## src/rtl/ring_inject_arb_if.sv

```systemverilog
// ---------------------------------------------------------------------------
// ring_inject_arb_if
// Bundles the local-request handshake, the incoming Q502H ring slot and the
// registered Q503H ring output of ring_inject_arb.
//   master : the environment (core request source, upstream ring, consumer)
//   slave  : ring_inject_arb itself
// Signals:
//   CoreReq{Valid,Opcode,Address,Data}Q502H  local request into the FIFO
//   CoreReqReadyQ502H                        FIFO can accept
//   Slot{Valid,Opcode,Address,Data}Q502H     incoming ring slot
//   Rsp{Valid,Opcode,Address,Data}Q503H      registered ring output
//   RingThrottleQ503H                        ask upstream to leave a slot empty
//   InjectCntQnnnH                           wrapping count of injections
// ---------------------------------------------------------------------------
interface ring_inject_arb_if #(
  parameter int OP_W = 4,
  parameter int XLEN = 32
);
  logic            CoreReqValidQ502H;
  logic            CoreReqReadyQ502H;
  logic [OP_W-1:0] CoreReqOpcodeQ502H;
  logic [XLEN-1:0] CoreReqAddressQ502H;
  logic [XLEN-1:0] CoreReqDataQ502H;
  logic            SlotValidQ502H;
  logic [OP_W-1:0] SlotOpcodeQ502H;
  logic [XLEN-1:0] SlotAddressQ502H;
  logic [XLEN-1:0] SlotDataQ502H;
  logic            RspValidQ503H;
  logic [OP_W-1:0] RspOpcodeQ503H;
  logic [XLEN-1:0] RspAddressQ503H;
  logic [XLEN-1:0] RspDataQ503H;
  logic            RingThrottleQ503H;
  logic [15:0]     InjectCntQnnnH;

  modport master (
    output CoreReqValidQ502H, CoreReqOpcodeQ502H, CoreReqAddressQ502H, CoreReqDataQ502H,
    output SlotValidQ502H, SlotOpcodeQ502H, SlotAddressQ502H, SlotDataQ502H,
    input  CoreReqReadyQ502H,
    input  RspValidQ503H, RspOpcodeQ503H, RspAddressQ503H, RspDataQ503H,
    input  RingThrottleQ503H, InjectCntQnnnH
  );

  modport slave (
    input  CoreReqValidQ502H, CoreReqOpcodeQ502H, CoreReqAddressQ502H, CoreReqDataQ502H,
    input  SlotValidQ502H, SlotOpcodeQ502H, SlotAddressQ502H, SlotDataQ502H,
    output CoreReqReadyQ502H,
    output RspValidQ503H, RspOpcodeQ503H, RspAddressQ503H, RspDataQ503H,
    output RingThrottleQ503H, InjectCntQnnnH
  );
endinterface

```

## src/rtl/ring_inject_arb.sv

```systemverilog
// ---------------------------------------------------------------------------
// ring_inject_arb
// Shares the tile's outgoing ring slot between pass-through ring traffic and
// locally generated requests. Local requests wait in a DEPTH-entry FIFO and
// are injected only into empty slots; ring traffic is never stalled or
// modified. A starvation monitor raises RingThrottleQ503H when a queued
// request has been blocked for STARVE_MAX consecutive cycles.
// Ports:
//   QClk      clock
//   RstQnnnH  synchronous, active-high reset
//   ring_if   ring_inject_arb_if.slave (request handshake, slot in, Q503H out)
// ---------------------------------------------------------------------------
module ring_inject_arb #(
  parameter int DEPTH      = 4,
  parameter int STARVE_MAX = 16,
  parameter int CNT_W      = 5,
  parameter int OP_W       = 4,
  parameter int XLEN       = 32
) (
  input logic              QClk,
  input logic              RstQnnnH,
  ring_inject_arb_if.slave ring_if
);

  localparam int AW = $clog2(DEPTH);

  localparam logic [1:0] ST_IDLE    = 2'd0;
  localparam logic [1:0] ST_PEND    = 2'd1;
  localparam logic [1:0] ST_STARVED = 2'd2;

  // FIFO storage and bookkeeping
  logic [OP_W-1:0] mem_op_q   [DEPTH];
  logic [XLEN-1:0] mem_addr_q [DEPTH];
  logic [XLEN-1:0] mem_data_q [DEPTH];
  logic [AW-1:0]   wr_ptr_q, wr_ptr_d;
  logic [AW-1:0]   rd_ptr_q, rd_ptr_d;
  logic [AW:0]     count_q, count_d;

  // Starvation monitor
  logic [1:0]       state_q, state_d;
  logic [CNT_W-1:0] starve_q, starve_d;

  // Registered ring output
  logic            rsp_valid_q, rsp_valid_d;
  logic [OP_W-1:0] rsp_op_q, rsp_op_d;
  logic [XLEN-1:0] rsp_addr_q, rsp_addr_d;
  logic [XLEN-1:0] rsp_data_q, rsp_data_d;
  logic            throttle_q, throttle_d;
  logic [15:0]     inject_cnt_q, inject_cnt_d;

  logic full_s;
  logic empty_s;
  logic ready_s;
  logic push_s;
  logic inject_s;

  // Ready comes from the registered count only: a full FIFO refuses a push
  // even in a cycle where it pops.
  assign full_s   = (count_q == (AW+1)'(DEPTH));
  assign empty_s  = (count_q == '0);
  assign ready_s  = !full_s && !RstQnnnH;
  assign push_s   = ring_if.CoreReqValidQ502H && ready_s;
  assign inject_s = !ring_if.SlotValidQ502H && !empty_s;

  // FIFO pointer and occupancy next-state
  always_comb begin
    wr_ptr_d = wr_ptr_q;
    rd_ptr_d = rd_ptr_q;
    count_d  = count_q;
    if (push_s) begin
      wr_ptr_d = wr_ptr_q + AW'(1);
    end else begin
      wr_ptr_d = wr_ptr_q;
    end
    if (inject_s) begin
      rd_ptr_d = rd_ptr_q + AW'(1);
    end else begin
      rd_ptr_d = rd_ptr_q;
    end
    case ({push_s, inject_s})
      2'b10:   count_d = count_q + (AW+1)'(1);
      2'b01:   count_d = count_q - (AW+1)'(1);
      default: count_d = count_q;
    endcase
  end

  // Slot arbitration: FIFO head fills an empty slot, else the slot passes through
  always_comb begin
    rsp_valid_d  = ring_if.SlotValidQ502H;
    rsp_op_d     = ring_if.SlotOpcodeQ502H;
    rsp_addr_d   = ring_if.SlotAddressQ502H;
    rsp_data_d   = ring_if.SlotDataQ502H;
    inject_cnt_d = inject_cnt_q;
    if (inject_s) begin
      rsp_valid_d  = 1'b1;
      rsp_op_d     = mem_op_q[rd_ptr_q];
      rsp_addr_d   = mem_addr_q[rd_ptr_q];
      rsp_data_d   = mem_data_q[rd_ptr_q];
      inject_cnt_d = inject_cnt_q + 16'd1;
    end else begin
      inject_cnt_d = inject_cnt_q;
    end
  end

  // Starvation FSM: counts blocked cycles while a request waits
  always_comb begin
    state_d  = state_q;
    starve_d = starve_q;
    case (state_q)
      ST_IDLE: begin
        // FIFO is empty here, so a blocked slot cannot starve anyone yet.
        if (push_s) begin
          state_d = ST_PEND;
        end else begin
          state_d = ST_IDLE;
        end
      end
      ST_PEND: begin
        if (inject_s) begin
          starve_d = '0;
          state_d  = (count_d == '0) ? ST_IDLE : ST_PEND;
        end else begin
          // Non-empty and not injecting means the slot was occupied.
          starve_d = starve_q + CNT_W'(1);
          state_d  = (starve_d >= CNT_W'(STARVE_MAX)) ? ST_STARVED : ST_PEND;
        end
      end
      ST_STARVED: begin
        if (inject_s) begin
          starve_d = '0;
          state_d  = (count_d == '0) ? ST_IDLE : ST_PEND;
        end else begin
          starve_d = starve_q;
          state_d  = ST_STARVED;
        end
      end
      default: begin
        state_d  = ST_IDLE;
        starve_d = '0;
      end
    endcase
    throttle_d = (state_d == ST_STARVED);
  end

  // FIFO storage write; contents need no reset since occupancy gates reads
  always_ff @(posedge QClk) begin
    if (push_s) begin
      mem_op_q[wr_ptr_q]   <= ring_if.CoreReqOpcodeQ502H;
      mem_addr_q[wr_ptr_q] <= ring_if.CoreReqAddressQ502H;
      mem_data_q[wr_ptr_q] <= ring_if.CoreReqDataQ502H;
    end
  end

  // State, counters and Q503H output registers
  always_ff @(posedge QClk) begin
    if (RstQnnnH) begin
      wr_ptr_q     <= '0;
      rd_ptr_q     <= '0;
      count_q      <= '0;
      state_q      <= ST_IDLE;
      starve_q     <= '0;
      rsp_valid_q  <= 1'b0;
      rsp_op_q     <= '0;
      rsp_addr_q   <= '0;
      rsp_data_q   <= '0;
      throttle_q   <= 1'b0;
      inject_cnt_q <= 16'd0;
    end else begin
      wr_ptr_q     <= wr_ptr_d;
      rd_ptr_q     <= rd_ptr_d;
      count_q      <= count_d;
      state_q      <= state_d;
      starve_q     <= starve_d;
      rsp_valid_q  <= rsp_valid_d;
      rsp_op_q     <= rsp_op_d;
      rsp_addr_q   <= rsp_addr_d;
      rsp_data_q   <= rsp_data_d;
      throttle_q   <= throttle_d;
      inject_cnt_q <= inject_cnt_d;
    end
  end

  assign ring_if.CoreReqReadyQ502H = ready_s;
  assign ring_if.RspValidQ503H     = rsp_valid_q;
  assign ring_if.RspOpcodeQ503H    = rsp_op_q;
  assign ring_if.RspAddressQ503H   = rsp_addr_q;
  assign ring_if.RspDataQ503H      = rsp_data_q;
  assign ring_if.RingThrottleQ503H = throttle_q;
  assign ring_if.InjectCntQnnnH    = inject_cnt_q;

endmodule

```

## src/flat_wrapper.sv

```systemverilog
// flat-port wrapper written by rule: the top's interface ports become plain ports
module ring_inject_arb_flat 
#(
  parameter int DEPTH      = 4,
  parameter int STARVE_MAX = 16,
  parameter int CNT_W      = 5,
  parameter int OP_W       = 4,
  parameter int XLEN       = 32
)
  (QClk, RstQnnnH, ring_if_CoreReqValidQ502H, ring_if_CoreReqOpcodeQ502H, ring_if_CoreReqAddressQ502H, ring_if_CoreReqDataQ502H, ring_if_SlotValidQ502H, ring_if_SlotOpcodeQ502H, ring_if_SlotAddressQ502H, ring_if_SlotDataQ502H, ring_if_CoreReqReadyQ502H, ring_if_RspValidQ503H, ring_if_RspOpcodeQ503H, ring_if_RspAddressQ503H, ring_if_RspDataQ503H, ring_if_RingThrottleQ503H, ring_if_InjectCntQnnnH);
  ring_inject_arb_if #(.OP_W(OP_W), .XLEN(XLEN)) ring_if_i ();
  input logic QClk;
  input logic RstQnnnH;
  input wire logic [$bits(ring_if_i.CoreReqValidQ502H)-1:0] ring_if_CoreReqValidQ502H;
  input wire logic [$bits(ring_if_i.CoreReqOpcodeQ502H)-1:0] ring_if_CoreReqOpcodeQ502H;
  input wire logic [$bits(ring_if_i.CoreReqAddressQ502H)-1:0] ring_if_CoreReqAddressQ502H;
  input wire logic [$bits(ring_if_i.CoreReqDataQ502H)-1:0] ring_if_CoreReqDataQ502H;
  input wire logic [$bits(ring_if_i.SlotValidQ502H)-1:0] ring_if_SlotValidQ502H;
  input wire logic [$bits(ring_if_i.SlotOpcodeQ502H)-1:0] ring_if_SlotOpcodeQ502H;
  input wire logic [$bits(ring_if_i.SlotAddressQ502H)-1:0] ring_if_SlotAddressQ502H;
  input wire logic [$bits(ring_if_i.SlotDataQ502H)-1:0] ring_if_SlotDataQ502H;
  output wire logic [$bits(ring_if_i.CoreReqReadyQ502H)-1:0] ring_if_CoreReqReadyQ502H;
  output wire logic [$bits(ring_if_i.RspValidQ503H)-1:0] ring_if_RspValidQ503H;
  output wire logic [$bits(ring_if_i.RspOpcodeQ503H)-1:0] ring_if_RspOpcodeQ503H;
  output wire logic [$bits(ring_if_i.RspAddressQ503H)-1:0] ring_if_RspAddressQ503H;
  output wire logic [$bits(ring_if_i.RspDataQ503H)-1:0] ring_if_RspDataQ503H;
  output wire logic [$bits(ring_if_i.RingThrottleQ503H)-1:0] ring_if_RingThrottleQ503H;
  output wire logic [$bits(ring_if_i.InjectCntQnnnH)-1:0] ring_if_InjectCntQnnnH;
  assign ring_if_i.CoreReqValidQ502H = ring_if_CoreReqValidQ502H;
  assign ring_if_i.CoreReqOpcodeQ502H = ring_if_CoreReqOpcodeQ502H;
  assign ring_if_i.CoreReqAddressQ502H = ring_if_CoreReqAddressQ502H;
  assign ring_if_i.CoreReqDataQ502H = ring_if_CoreReqDataQ502H;
  assign ring_if_i.SlotValidQ502H = ring_if_SlotValidQ502H;
  assign ring_if_i.SlotOpcodeQ502H = ring_if_SlotOpcodeQ502H;
  assign ring_if_i.SlotAddressQ502H = ring_if_SlotAddressQ502H;
  assign ring_if_i.SlotDataQ502H = ring_if_SlotDataQ502H;
  assign ring_if_CoreReqReadyQ502H = ring_if_i.CoreReqReadyQ502H;
  assign ring_if_RspValidQ503H = ring_if_i.RspValidQ503H;
  assign ring_if_RspOpcodeQ503H = ring_if_i.RspOpcodeQ503H;
  assign ring_if_RspAddressQ503H = ring_if_i.RspAddressQ503H;
  assign ring_if_RspDataQ503H = ring_if_i.RspDataQ503H;
  assign ring_if_RingThrottleQ503H = ring_if_i.RingThrottleQ503H;
  assign ring_if_InjectCntQnnnH = ring_if_i.InjectCntQnnnH;
  ring_inject_arb #(.DEPTH(DEPTH), .STARVE_MAX(STARVE_MAX), .CNT_W(CNT_W), .OP_W(OP_W), .XLEN(XLEN)) u_core (.QClk(QClk), .RstQnnnH(RstQnnnH), .ring_if(ring_if_i));
endmodule
```

## config.mk

```make
export PLATFORM = sky130hd
export DESIGN_NAME = ring_inject_arb_flat
export DESIGN_NICKNAME = d
export VERILOG_FILES = /design/src/rtl/ring_inject_arb_if.sv /design/src/rtl/ring_inject_arb.sv /design/src/flat_wrapper.sv
export SDC_FILE = /design/constraint.sdc
export NUM_CORES = 1
export LEC_CHECK = 0
export BUFFER_PORTS_ARGS = -buffer_cell sky130_fd_sc_hd__buf_2
export CORE_UTILIZATION = 30
export CTS_BUF_LIST = sky130_fd_sc_hd__clkbuf_2 sky130_fd_sc_hd__clkbuf_4 sky130_fd_sc_hd__clkbuf_8
export CTS_CLUSTER_DIAMETER = 150
export DETAILED_ROUTE_END_ITERATION = 12
export SYNTH_ARGS = -nofsm -noshare
export SYNTH_HDL_FRONTEND = slang
export SYNTH_SLANG_ARGS = --single-unit
```

## constraint.sdc

```tcl
create_clock -name QClk -period 4.5 [get_ports QClk]
set_clock_uncertainty 0.15 [all_clocks]
set_input_delay 0.9 -clock QClk [delete_from_list [all_inputs] [get_ports QClk]]
set_output_delay 0.9 -clock QClk [all_outputs]
set_load 0.005 [all_outputs]
```

==> impl_metrics.yaml <==
run_status:
  status: "finished clean"
global_route:
  grt_pass1_vias: 8424
  track_usage_pct: 13.58
  grt_pass1_wl_um: 47910
  antenna_found_initial: 6
  grt_max_degree: 78
  grt_overflow: 0
flow_run:
  maxCapViolCount: 0
synth:
  synth_seq_cells: 374
  yosys-top-cells-count: "edfxtp_1 (272), nand2_1 (146), dfxtp_1 (102)"
  syn_inst: 834
  synthMostInstantiatedCell: "edfxtp_1"
  synth_top_area_share_pct: 59.15
  syn_avg_cell_area_um2: 16.56
  syn_area_mm2: 0.01381
  yosys_warnings: 0
  synth_edf_count: 272
  yosysUniqueCellTypes: 46
  async_flop_share_pct: 0
  synthFlopType: "edfxtp_1"
  synthTopCellsByArea: "edfxtp_1 (59%), dfxtp_1 (15%), mux4_2 (11%)"
  synth_top_area_cell: "edfxtp_1"
  synth.yosys.seq_area_share_pct: 73.94
  syn_nets: 982
detailed_routing:
  first_pass_iters: 4
  vias_per_cell: 4.500
  wl_met1_um: 13610
  top_layer: "met5"
  wl_met3_um: 1850
  antenna_left: 0
  drt_iter0_markers: 481
  via_count: 7889
  wl_um: 30950
  wire_per_inst_um: 17.65
  dr_wl_met2_um: 14800
  drc_errors: 0
die:
  num_rows: 78
  die-area_mm2: 0.04689
  io_pins: 227
  dieWidth_um: 216.5
  die_h_um: 216.5
  start_util_pct: 30.43
  core_mm2: 0.04538
pwr:
  p_total_mw: 9.166
  power.density_mw_per_mm2: 540.5
  leakagePower_nw: 6.180
  vdd_ir_drop_max_v: 0.0002577
sta:
  max_slew_margin_pct: 25.74
  setup_viol: 0
  min_period_ps: 2796
  fmax_mhz: 357.7
  layout_setup_ws_ps: 1704
  finalMaxSlewViolations: 0
  period_share_pct: 62.13
  tightestPinTransition_ps: 1114
  rsz0062_at_grt: "false"
  fin_tns_setup_ps: 0
  hold_violations: 0
worst_hold_path:
  hold_path_class: "reg -> reg"
  holdPathStages: 2
  whs_endpoint: "u_core.ring_if.InjectCntQnnnH[15]"
  hold_start: "u_core.ring_if.InjectCntQnnnH[15]"
clock_tree:
  clk_latency_ps: 620
  cts_root_buf: "clkbuf_8"
  htree_levels: 3
  cts_resized: 0
  clockBufferDepth: 3
  clock_sink_count: 374
  clk_pin_slew_worst_paths_ps: 50
  cts_buffers: 67
  cts_setup_buffers: 0
  ctsHoldBuffers: 0
  tritoncts: "yes"
setup_path:
  critPathKind: "reg -> reg"
  start_kind: "flop"
  worstPathRequired_ps: 4870
  cp.arrival_ps: 3170
  rr_worst_depth: 10
  r2r-start: "u_core.count_q[0]"
  ff2ff_setup_slack_ps: 1700
  worst-path-max-fanout: 9
  r2r-end: "u_core.state_q[0]"
  endpoint_kind: "flop"
layout:
  n_antenna_cell: 0
  post-route-util_pct: 37.37
  nets: 1247
  fin_cells: 1753
  drive_gt1_share_pct: 38.33
  syn_to_final_growth_pct: 22.82
place:
  placedCellCount: 1630
  place_congestion: 0.7675
  pre_cts_ws_ps: 1156
  hpwl_um: 18830
  portBuffers: 226
-- registers in the layout, indices dropped and copies added (netlist names), 3 cells and up, named ones only --
name	count
u_core.mem_addr_q	128
u_core.ring_if.InjectCntQnnnH	16
u_core.mem_data_q	128
u_core.mem_op_q	16
u_core.ring_if.RspAddressQ503H	32
u_core.ring_if.RspOpcodeQ503H	4
u_core.starve_q	5
u_core.ring_if.RspDataQ503H	32
u_core.count_q	3
-- critical path: stages, from the launching register on --
cell and delay (ps):
dfxtp_1 400, nor2_1 100, a211oi_2 690, inv_1 110
ha_1 260, inv_1 80, fa_1 400, nor2b_1 150
mux2i_1 130, o31ai_1 80, a31oi_1 160
-- cells in the final DEF, fill, tap and decap left out, types with 10 or more instances in the layout --
cell	instances
edfxtp_1	272
buf_2	225
nand2_1	146
dfxtp_1	100
a21oi_1	80
clkbuf_8	71
mux4_2	68
clkbuf_4	31
nor2_1	19
buf_4	12
inv_1	10
-- worst max path at each step --
stage	start	endpoint	slack (ps)	cells past startpoint
finish	u_core.count_q[0]	u_core.state_q[0]	1700	10
global route	u_core.count_q[0]	u_core.state_q[0]	1470	10
CTS	u_core.count_q[0]	u_core.state_q[0]	1720	10
detailed placement	RstQnnnH	u_core.state_q[0]	1160	10
global placement	RstQnnnH	u_core.state_q[0]	1160	10
floorplan	ring_if_CoreReqValidQ502H	u_core.mem_addr_q[0][0]	920	3
-- final cells by class --
cell class | count | area, µm²
inverter | 12 | 46.29
tap | 600 | 750.7
fill | 4331 | 28420
sequential | 374 | 10220
timing repair buffer | 239 | 1256
multi-input combinational | 405 | 3301
clock inverter | 21 | 177.7
clock buffer | 102 | 1210
-- kinds of logic (layout without fill, tap and decap cells) --
kind of cell,count (synthesis),count (layout),synth area share [%]
compound gates,103,103,4.086
xor+xnor,12,12,0.8155
fa+ha+maj,8,8,0.7792
buf+inv,55,374,2.229
flops,374,374,73.94
mux,72,72,11.43
simple gates,210,210,6.724
-- where the power goes --
group          internal (mW)  leakage (nW)  switching [mW]
logic                  0.792          2.12           0.878
registers               4.00          3.31           0.248
clock network           1.85         0.745            1.39
total                   6.65          6.18            2.52
-- layer usage --
layer | track usage (%) | vias up
met1 | 16.86 | 3930
met4 | 5.117 | 12
met5 | 0 | -
met3 | 4.449 | 56
li1 | - | 3688
met2 | 21.96 | 203
-- metrics by stage --
stage	cell area [µm²]	hold slack, ps
4_1_cts	16960	270.7
3_5_place_dp	15570	327.5
3_3_place_gp	15570	320.4
6_report	16960	337.8
2_1_floorplan	13810	323.2
5_1_grt	16960	292.3
Note: power is estimated with default switching activity, not from simulation.
